<file path="src/rtl/acc_ctrl_pkg.sv">
// Shared encodings for the accumulator processor control unit: opcodes,
// address modes, ALU selects, sequencer states and decode phase classes.
package acc_ctrl_pkg;

    localparam logic [4:0] OP_NOP = 5'b00000;
    localparam logic [4:0] OP_LDA = 5'b00001;
    localparam logic [4:0] OP_STA = 5'b00010;
    localparam logic [4:0] OP_ADD = 5'b00011;
    localparam logic [4:0] OP_SUB = 5'b00100;
    localparam logic [4:0] OP_AND = 5'b00101;
    localparam logic [4:0] OP_OR  = 5'b00110;
    localparam logic [4:0] OP_SHL = 5'b00111;
    localparam logic [4:0] OP_SHR = 5'b01000;
    localparam logic [4:0] OP_JMP = 5'b01001;
    localparam logic [4:0] OP_JZ  = 5'b01010;
    localparam logic [4:0] OP_JN  = 5'b01011;
    localparam logic [4:0] OP_HLT = 5'b11111;

    localparam logic [2:0] MODE_IMM = 3'b000;
    localparam logic [2:0] MODE_DIR = 3'b001;
    localparam logic [2:0] MODE_IND = 3'b010;

    localparam logic [1:0] ALU_ADD = 2'b00;
    localparam logic [1:0] ALU_SUB = 2'b01;
    localparam logic [1:0] ALU_AND = 2'b10;
    localparam logic [1:0] ALU_OR  = 2'b11;

    // Sequencer phases
    typedef enum logic [2:0] {
        FETCH  = 3'd0,
        STAGE  = 3'd1,
        DECODE = 3'd2,
        IND    = 3'd3,
        MEM    = 3'd4,
        EXEC   = 3'd5,
        HALT   = 3'd6
    } seqState_t;

    // Where DECODE sends an instruction next (PH_FETCH = finishes in DECODE)
    typedef enum logic [2:0] {
        PH_FETCH = 3'd0,
        PH_EXEC  = 3'd1,
        PH_MEM   = 3'd2,
        PH_IND   = 3'd3,
        PH_HALT  = 3'd4
    } phase_t;

    // True for the two-operand ALU instructions
    function automatic logic isAluOp(input logic [4:0] op);
        return (op == OP_ADD) || (op == OP_SUB) || (op == OP_AND) || (op == OP_OR);
    endfunction

endpackage

</file>
<file path="src/rtl/acc_ctrl_decode.sv">
// Combinational instruction classifier: opcode/mode -> next phase, legality,
// ALU operation and shift direction.
module acc_ctrl_decode
    import acc_ctrl_pkg::*;
#(
    parameter int OPW   = 5,
    parameter int MODEW = 3,
    parameter int ALUW  = 2
) (
    input  logic [OPW-1:0]   op,
    input  logic [MODEW-1:0] mode,
    output phase_t           nextPhase,
    output logic             isIllegal,
    output logic [ALUW-1:0]  aluOp,
    output logic             shiftDir
);

    // Phase class for memory-using ops follows the address mode
    phase_t modePhase;
    logic   modeBad;

    // Map the address mode to the operand-fetch path
    always_comb begin
        modePhase = PH_FETCH;
        modeBad   = 1'b0;
        case (mode)
            MODE_IMM: modePhase = PH_EXEC;
            MODE_DIR: modePhase = PH_MEM;
            MODE_IND: modePhase = PH_IND;
            default:  modeBad   = 1'b1;
        endcase
    end

    // Classify the opcode; mode only matters for LDA/STA and the ALU ops
    always_comb begin
        nextPhase = PH_FETCH;
        isIllegal = 1'b0;
        aluOp     = ALU_ADD;
        shiftDir  = 1'b0;
        case (op)
            OP_NOP: nextPhase = PH_FETCH;
            OP_HLT: nextPhase = PH_HALT;
            OP_SHL: nextPhase = PH_EXEC;
            OP_SHR: begin
                nextPhase = PH_EXEC;
                shiftDir  = 1'b1;
            end
            OP_JMP, OP_JZ, OP_JN: nextPhase = PH_EXEC;
            OP_LDA, OP_ADD, OP_SUB, OP_AND, OP_OR: begin
                if (modeBad) begin
                    isIllegal = 1'b1;
                end else begin
                    nextPhase = modePhase;
                end
                case (op)
                    OP_SUB:  aluOp = ALU_SUB;
                    OP_AND:  aluOp = ALU_AND;
                    OP_OR:   aluOp = ALU_OR;
                    default: aluOp = ALU_ADD;
                endcase
            end
            OP_STA: begin
                // A store needs an address, so immediate mode is meaningless
                if (modeBad || (mode == MODE_IMM)) begin
                    isIllegal = 1'b1;
                end else begin
                    nextPhase = modePhase;
                end
            end
            default: isIllegal = 1'b1;
        endcase
    end

endmodule

</file>
<file path="src/rtl/acc_instr_sequencer.sv">
// Multicycle control unit for the accumulator processor: walks each
// instruction through FETCH/STAGE/DECODE/IND/MEM/EXEC and drives every
// datapath strobe from the current phase and the latched opcode/mode.
module acc_instr_sequencer
    import acc_ctrl_pkg::*;
#(
    parameter int OPW   = 5,
    parameter int MODEW = 3,
    parameter int ALUW  = 2
) (
    input  logic             clk,
    input  logic             reset,
    input  logic             run,
    input  logic [OPW-1:0]   instr_op,
    input  logic [MODEW-1:0] addr_mode,
    input  logic             acc_zero,
    input  logic             acc_neg,
    output logic             instr_ram_en,
    output logic             instr_ram_rd,
    output logic             pc_inc,
    output logic             pc_load,
    output logic             stage_ld,
    output logic             dram_en,
    output logic             dram_rd,
    output logic             dram_addr_sel,
    output logic             ind_addr_ld,
    output logic             acc_ld,
    output logic             acc_in_sel,
    output logic             shift_en,
    output logic             shift_dir,
    output logic             alu_in_sel,
    output logic [ALUW-1:0]  alu_op,
    output logic             instr_done,
    output logic             illegal,
    output logic             halted
);

    seqState_t        stateReg;
    logic [OPW-1:0]   opReg;
    logic [MODEW-1:0] modeReg;

    // In DECODE the stage register is classified live; afterwards the latched copy is used
    logic [OPW-1:0]   decOp;
    logic [MODEW-1:0] decMode;
    phase_t           decPhase;
    logic             decIllegal;
    logic [ALUW-1:0]  decAluOp;
    logic             decShiftDir;

    assign decOp   = (stateReg == DECODE) ? instr_op  : opReg;
    assign decMode = (stateReg == DECODE) ? addr_mode : modeReg;

    acc_ctrl_decode #(
        .OPW   (OPW),
        .MODEW (MODEW),
        .ALUW  (ALUW)
    ) decodeInst (
        .op        (decOp),
        .mode      (decMode),
        .nextPhase (decPhase),
        .isIllegal (decIllegal),
        .aluOp     (decAluOp),
        .shiftDir  (decShiftDir)
    );

    // Phase sequencing and opcode/mode capture
    always_ff @(posedge clk or posedge reset) begin
        if (reset) begin
            stateReg <= FETCH;
            opReg    <= '0;
            modeReg  <= '0;
        end else begin
            case (stateReg)
                FETCH:  if (run) stateReg <= STAGE;
                STAGE:  stateReg <= DECODE;
                DECODE: begin
                    opReg   <= instr_op;
                    modeReg <= addr_mode;
                    case (decPhase)
                        PH_HALT: stateReg <= HALT;
                        PH_EXEC: stateReg <= EXEC;
                        PH_MEM:  stateReg <= MEM;
                        PH_IND:  stateReg <= IND;
                        default: stateReg <= FETCH;
                    endcase
                end
                IND:    stateReg <= MEM;
                MEM:    stateReg <= (opReg == OP_STA) ? FETCH : EXEC;
                EXEC:   stateReg <= FETCH;
                HALT:   stateReg <= HALT;
                default: stateReg <= FETCH;
            endcase
        end
    end

    // Strobe decode per phase; reset forces every strobe low immediately
    always_comb begin
        instr_ram_en  = 1'b0;
        instr_ram_rd  = 1'b0;
        pc_inc        = 1'b0;
        pc_load       = 1'b0;
        stage_ld      = 1'b0;
        dram_en       = 1'b0;
        dram_rd       = 1'b0;
        dram_addr_sel = 1'b0;
        ind_addr_ld   = 1'b0;
        acc_ld        = 1'b0;
        acc_in_sel    = 1'b0;
        shift_en      = 1'b0;
        shift_dir     = 1'b0;
        alu_in_sel    = 1'b0;
        alu_op        = '0;
        instr_done    = 1'b0;
        illegal       = 1'b0;
        halted        = 1'b0;
        if (!reset) begin
            case (stateReg)
                FETCH: begin
                    instr_ram_en = run;
                    instr_ram_rd = run;
                    pc_inc       = run;
                end
                STAGE: stage_ld = 1'b1;
                DECODE: begin
                    // NOP and illegal encodings complete here
                    instr_done = (decPhase == PH_FETCH);
                    illegal    = decIllegal;
                end
                IND: begin
                    dram_en     = 1'b1;
                    dram_rd     = 1'b1;
                    ind_addr_ld = 1'b1;
                end
                MEM: begin
                    dram_en       = 1'b1;
                    dram_addr_sel = (modeReg == MODE_IND);
                    dram_rd       = (opReg != OP_STA);
                    instr_done    = (opReg == OP_STA);
                end
                EXEC: begin
                    instr_done = 1'b1;
                    if (opReg == OP_LDA) begin
                        acc_ld     = 1'b1;
                        acc_in_sel = 1'b1;
                    end else if (isAluOp(opReg)) begin
                        acc_ld     = 1'b1;
                        alu_op     = decAluOp;
                        alu_in_sel = (modeReg == MODE_IMM);
                    end else if ((opReg == OP_SHL) || (opReg == OP_SHR)) begin
                        acc_ld    = 1'b1;
                        shift_en  = 1'b1;
                        shift_dir = decShiftDir;
                    end else if (opReg == OP_JMP) begin
                        pc_load = 1'b1;
                    end else if (opReg == OP_JZ) begin
                        pc_load = acc_zero;
                    end else if (opReg == OP_JN) begin
                        pc_load = acc_neg;
                    end
                end
                HALT: halted = 1'b1;
                default: ;
            endcase
        end
    end

endmodule
</file>
<file path="config.mk">
export PLATFORM = sky130hd
export DESIGN_NAME = acc_instr_sequencer
export DESIGN_NICKNAME = d
export VERILOG_FILES = /design/src/rtl/acc_ctrl_pkg.sv /design/src/rtl/acc_ctrl_decode.sv /design/src/rtl/acc_instr_sequencer.sv
export SDC_FILE = /design/constraint.sdc
export NUM_CORES = 1
export LEC_CHECK = 0
export ABC_AREA = 0
export CORE_MARGIN = 2
export CORE_UTILIZATION = 40
export CTS_CLUSTER_SIZE = 24
export DETAILED_ROUTE_END_ITERATION = 6
export GPL_TIMING_DRIVEN = 0
export PLACE_DENSITY = 0.68
export SLEW_MARGIN = 10
export SYNTH_ARGS = -nofsm -noshare
export SYNTH_HDL_FRONTEND = slang
export SYNTH_SLANG_ARGS = --single-unit
</file>
<file path="constraint.sdc">
create_clock -name clk -period 7.1 [get_ports clk]
set_clock_uncertainty 0.2 [all_clocks]
set_input_delay 1.42 -clock clk [delete_from_list [all_inputs] [get_ports clk]]
set_output_delay 1.42 -clock clk [all_outputs]
set_load 0.02 [all_outputs]
</file>
=== Word-level counts from Yosys, hierarchy flattened ===
Cells that the tools add are included.

* Register bits: 11
* Input bits: 13
* Output and inout bits: 19
* Word-level logic and storage cells: 123

* Eq/ne operators: 38
* Muxes and demuxes: 67
* Reductions and logical operators: 15

{| class="wikitable"
|+ Operators by type and width
! kind !! number
|-
| 1-bit two-way mux || 48
|-
| 5-bit by 3-bit equality test with 1-bit output, second input constant || 8
|-
| 5-bit by 4-bit equality test with 1-bit output, second input constant || 8
|-
| 3-bit one-hot mux with 4 select lines || 2
|-
| 5-bit by 2-bit equality test with 1-bit output, second input constant || 4
|-
| 3-bit by 2-bit equality test with 1-bit output, second input constant || 6
|-
| 3-bit one-hot mux with 6 select lines || 1
|-
| 2-bit two-way mux || 7
|-
| 3-bit equality test, second input constant || 4
|-
| 3-bit zero test || 4
|-
| 2-bit one-hot mux with 3 select lines || 2
|-
| 5-bit by 1-bit equality test with 1-bit output, second input constant || 2
|-
| 5-bit OR reduction || 2
|-
| 3-bit by 1-bit equality test with 1-bit output, second input constant || 3
|-
| 3-bit two-way mux || 3
|-
| 7-bit OR reduction || 1
|-
| 1-bit one-hot mux with 3 select lines || 2
|-
| 5-bit equality test, second input constant || 1
|-
| 5-bit zero test || 1
|-
| 1-bit logical OR || 5
|-
| 5-bit two-way mux || 1
|-
| 5-bit by 2-bit inequality test with 1-bit output, second input constant || 1
|-
| 3-bit OR reduction || 1
|-
| 2-bit inequality test, second input constant || 1
|-
| 2 further kinds || 2
|}

=== Depth between registers and ports, before layout ===
Gate-level depths: netlist of the first run.

* Word-level depth: 11
* Mapped depth: 8
* Gate-level depth less buffers: 5

=== Cells and area by module ===
Synthesis of the first run repeated with hierarchy kept, for this count alone.

* Cell total of the unflattened synthesis: 113
* Area, all modules: 969.7 um2

{| class="wikitable"
|+ By module, submodules not included
! module !! times used !! cells each !! area each (um2) !! seq. area each (um2)
|-
| acc_instr_sequencer || 1 || 84 || 802.0 || 275.3
|-
| acc_ctrl_decode || 1 || 29 || 167.7 || 0.0
|}

=== Worst setup path after synthesis of the first run ===
No wires, ideal clock.

* Kind: input to output
* Start: input reset
* End: output alu_in_sel
* Data arrival time: 3.496 ns
* Required time: 5.480 ns
* Path slack: 1.984 ns
* Stages on the path: 7
* Buffers on the path: 2
* Path through: clkbuf_1 inv_1 nand2_1 or3_1 clkbuf_1 or3_1 nor4_1

* Cells in the longest elaborated chain, start to end: 1

{| class="wikitable"
|+ Ends and longest elaborated chain
! what !! RTL line !! text
|-
| start: declaration || acc_instr_sequencer.sv:12 || <nowiki>input logic reset,</nowiki>
|-
| 1-bit two-way mux || acc_instr_sequencer.sv:116 || <nowiki>if (!reset) begin</nowiki>
|-
| end: declaration || acc_instr_sequencer.sv:31 || <nowiki>output logic alu_in_sel,</nowiki>
|}

No other way between the ends.

=== Worst setup path in the final report of the first run ===
Same ends and word-level chain as after synthesis.

==> results of run 1 <==
[cell usage in the layout (no fill, tap or decap), types with 4 or more instances in the layout]
master and n:
clkbuf_1 4, nand2_1 27, nor2_1 11, nand3_1 5, mux2i_1 4, a21oi_1 5, or3_1 4, inv_1 4
dfrtp_1 11, clkdlybuf4s50_1 30, nor3_1 9, or2_2 5
[sequential cells by signal, summed over array words and instances (netlist names)]
name / flops
opReg: 5
modeReg: 3
stateReg: 3
[layer usage]
metal	vias to the layer above	part of all wire [%]
met2	33	48
li1	615	-
met3	5	5.4
met4	0	1.5
met5	-	0
met1	586	45
[worst min-delay path by stage]
stage | startpoint | endpoint | slack (ns) | depth (start not counted)
after floorplan | modeReg[2] | modeReg[2] | 0.29 | 2
after global placement | modeReg[2] | modeReg[2] | 0.32 | 2
after detailed placement | modeReg[0] | modeReg[0] | 0.33 | 2
after CTS | modeReg[2] | modeReg[2] | 0.35 | 2
after global routing | modeReg[2] | modeReg[2] | 0.37 | 2
final | modeReg[2] | modeReg[2] | 0.35 | 2
[cells by family after synthesis]
group / count (synthesis) / share of synthesized area (%)
AND/OR/NAND/NOR: 83 / 38.3
buffers and inverters: 16 / 7.99
XOR/XNOR: 3 / 2.30
AO/OA/AOI/OAI: 30 / 20.8
multiplexers: 7 / 6.46
flip-flops: 11 / 24.1
[power groups by stage]
stage / combinational, mW / sequential [mW] / clock, mW
finish: 0.0210 / 0.0638 / 0.0444
global route: 0.0230 / 0.0640 / 0.0473
CTS: 0.0210 / 0.0638 / 0.0446
detailed placement: 0.0209 / 0.0650 / 0
global placement: 0.0204 / 0.0651 / 0
floorplan: 0.00978 / 0.0649 / 0
[through the flow]
stage / std cells / hold slack [ns]
floorplan: 150 / 0.288
CTS: 215 / 0.350
global route: 215 / 0.373
finish: 215 / 0.354
detailed placement: 211 / 0.334
global placement: 211 / 0.315
[area by class of cell]
type	instances	area, sq um	area share, %
plain buffers	12	76.3	5.06
clock buffers	4	26.3	1.74
inverters	4	15.0	0.996
multi-input cells	123	776	51.5
flip-flops and latches	11	275	18.3
well taps	31	38.8	2.57
repair buffers	30	300	19.9
[tightest hold or removal path, stage by stage (launching register included)]
cell	delay (ns)
dfrtp_1	0.40
nand2_1	0.07
nand2_1	0.06
==> results, run 1 <==
- In the global route stage, met3 resource usage came out at between 2 and 2.5%.
- In this run the vertical extent of the chip is approximately 57 um.
- The DRC violation count after routing is 0.
- The total power after layout is between 0.1 and 0.15 mW.
- The number of DRC markers after the initial detailed-route iteration is 29.
- The clock transition at the register clock pins on the worst setup and hold paths after CTS is ~0.07 ns.
- When the netlist entered floorplanning its net count stood at ~160.
- The signal on the critical path passes through clkbuf_1 > inv_1 > nand2_1 > or3_1 > clkbuf_1 > or3_1 > nor4_1 > clkdlybuf4s50_1.
- Synthesis handed over a netlist of 150 instances.
- Prior to clock tree synthesis, the placed netlist has a worst setup slack of between 1 and 1.5 ns.
- The global-route track usage on met2 is roughly a third.
- For this run, global-route usage on met1 was measured as 24.5%.
- The final design area excluding fillers is about 1500 sq um.
- The category of the most critical setup path is in -> out.
- The destination of the critical timing path is alu_in_sel.
- The number of global-route vias before repair is 1135.
- The worst-path maximum fanout is 12.
- For this design the top-level I/O count stands at 32.
- The worst path uses between 70 and 80% of the clock period.
- For this design, the CTS-stage hold fixing added 0 buffers.
- The library cell contributing the largest single delay on the critical path is clkdlybuf4s50_1.
- Relative to the synthesized area, the layout overhead comes to 32.0%.
- The register share of total power is 49.4%.
- The fraction of registers with async set/reset is 100%.
- By area the synthesized netlist is led by dfrtp_1 (24%), nand2_1 (8.9%), nor3_1 (3.9%), nor2_1 (3.6%), mux2i_1 (3.5%).
- The worst hold path belongs to the class reg -> reg.
- The number of flip-flops and latches in the synthesized netlist is 11.
- Together, buffers and inverters on the worst path number 4.
- The repair_antennas step left the layout with diodes totalling 0.
- The total vias in the final route is between 1000 and 1500.
- The endpoint type of the worst setup path is an output pin.
- The layer with the highest usage is met2.
- Setup violations remaining at the end of the flow were counted as 0.
- The number of gates resized after CTS was 0.
- Summed over all cells, the static leakage comes to between 0.5 and 0.6 nW.
- The most critical setup path has its startpoint at reset.
- Adding up every negative setup slack in the final design gives 0 ns.
- Summed over all layers, the routed wires come to around 3000 um.
- In this run, distinct cell masters in the synthesized netlist total 50.
- The floorplan row count is 19.
- The required time at the endpoint of the critical path is 5.48 ns.
- The worst relative slew slack is 64.5%.
- The wire length of the first global-routing pass is between 4000 and 5000 um.
- The total stage count of the critical path is 8.
- Across the run, the number of max-cap violations was 0.
- In this run the clock root is driven by a clkbuf_4.
- The number of antenna violations at the first check in global routing is 0.
- The yosys synthesis warning count is 0.
- After synthesis, flip-flops and latches occupy around a quarter of the total area.
- The category of cells accounting for the largest share of critical-path delay is buffers and inverters.
- The TritonCTS clock tree is done.
- For the worst setup path, the data arrival time is ~4.0 ns.
- The die footprint is 3300 sq um.
- Sorting the synthesized cells by how often they occur yields nand2_1 (27), dfrtp_1 (11), nor2_1 (11).
- The leading area contributor after synthesis is dfrtp_1.
- The launching point of the worst reg2reg path is stateReg[0].
- The share of final-layout standard cells stronger than drive strength 1 is a little over an eighth.
- The number of buffers on the longest clock path is 2.
- After filler insertion, the fill cell instance count of the layout stands at approximately 280.
- The floorplan step set the die width to around 57 um.
- The leftover overflow at the end of global routing is 0.
- The final estimated routing congestion in global placement is just over 0.8.
- The worst setup path is launched from an input port.
- The synthesized design contains 0 enable-type register cells.
- Once detail routing completed, the nets flagged for antenna violations numbered 0.
- The hold violation count in the final report is 0.
- The initial standard-cell utilization of the core is 41.8%.
- After detailed placement, the total cell area comes to 1480 sq um.
- The top cell type by area accounts for between 20% and 30% of the synthesized area.
- The endpoint identified for the worst register-to-register timing path is stateReg[2].
- In the final routed layout, each cell accounts on average for between 10 and 15 um.
- The fmax is around 0.18 GHz.
- Buffers inserted during clock tree synthesis total 3.
- CTS built an H-tree with a depth of 1.
- The number of buffers inserted by post-CTS setup repair is 0.
- In this run the cell area of the synthesized design comes to about 1100 sq um.
- The minimum clock period after layout is ~5.6 ns.
- The synthesized area per cell is 7.62 sq um.
- The most frequently used cell type in the post-synthesis netlist is nand2_1.
- The largest net degree at the start of global routing is 13.
- The net load switching power is 0.0343 mW.
- The placeable core area is 2730 sq um.
- The flow ran to the end, and the final reports show no timing, DRC or antenna violations.
- The final layout contains approximately 200 nets.
- The detailed placer's ending HPWL is 2400 um.
- The switching power as a share of total power is 26.5%.
- For flop-to-flop paths, the worst setup slack is approximately 4.7 ns.
- Measured in cells, the most critical reg-to-reg path has a length of 6.
- The logic gate share of total power is about 16%.
- The first detailed-routing pass ran for 4 iterations.
- Cells fill around 55% of the core in the end.
- The total power divided by cell area is about 86 nW/um^2.
- The share of total power dissipated in the clock network is between 30% and 40%.
- At the pin with the least slew margin, the transition time is between 0.5 and 0.6 ns.
- After detailed routing, the number of vias per cell comes to roughly 5.8.
- The final max-slew violation count was 0.
- Counting every sink on the clock net gives 11.
- After layout, the worst setup slack is between 1 and 1.5 ns.
- Internal power comes to ~0.095 mW.
- The worst-skew pair later-pin latency is 0.28 ns.
- For this run, the total global-route usage over all layers was measured as about a fifth.
- Setup repair after global routing left no endpoint under its margin.
- The count of buffers added on input and output ports is 30.
- The worst-case vdd ir drop is 0.0794 mV.
- The flip-flop cell with the highest count after synthesis is dfrtp_1.
- For this run, the slowest stage of the critical path takes 0.66 ns.
Note: power is estimated with default switching activity, not from simulation.
==> inputs of run 2 (changes only) <==
Clock period 7.1 ns to 5.4 ns, I/O delays scaled along.
==> results of run 2 <==
The final DEF is identical to that of run 1. Status: finished clean.
Among the figures that moved: setup slack after placement 1.43 ns -> 0.412 ns; setup slack after layout 1.45 ns -> 0.431 ns; register-to-register setup slack 4.72 ns -> 3.02 ns; total power 0.129 mW -> 0.170 mW; worst IR drop on VDD 0.0794 mV -> 0.104 mV
==> inputs of run 3 (changes only) <==
Settings changed: SKIP_CTS_REPAIR_TIMING set to 1.
==> results of run 3 <==
The final DEF is identical to that of run 1. Status: finished clean.
Among the figures that moved: setup slack after placement 1.43 ns -> 0.412 ns; setup slack after layout 1.45 ns -> 0.431 ns; register-to-register setup slack 4.72 ns -> 3.02 ns; total power 0.129 mW -> 0.170 mW; worst IR drop on VDD 0.0794 mV -> 0.104 mV
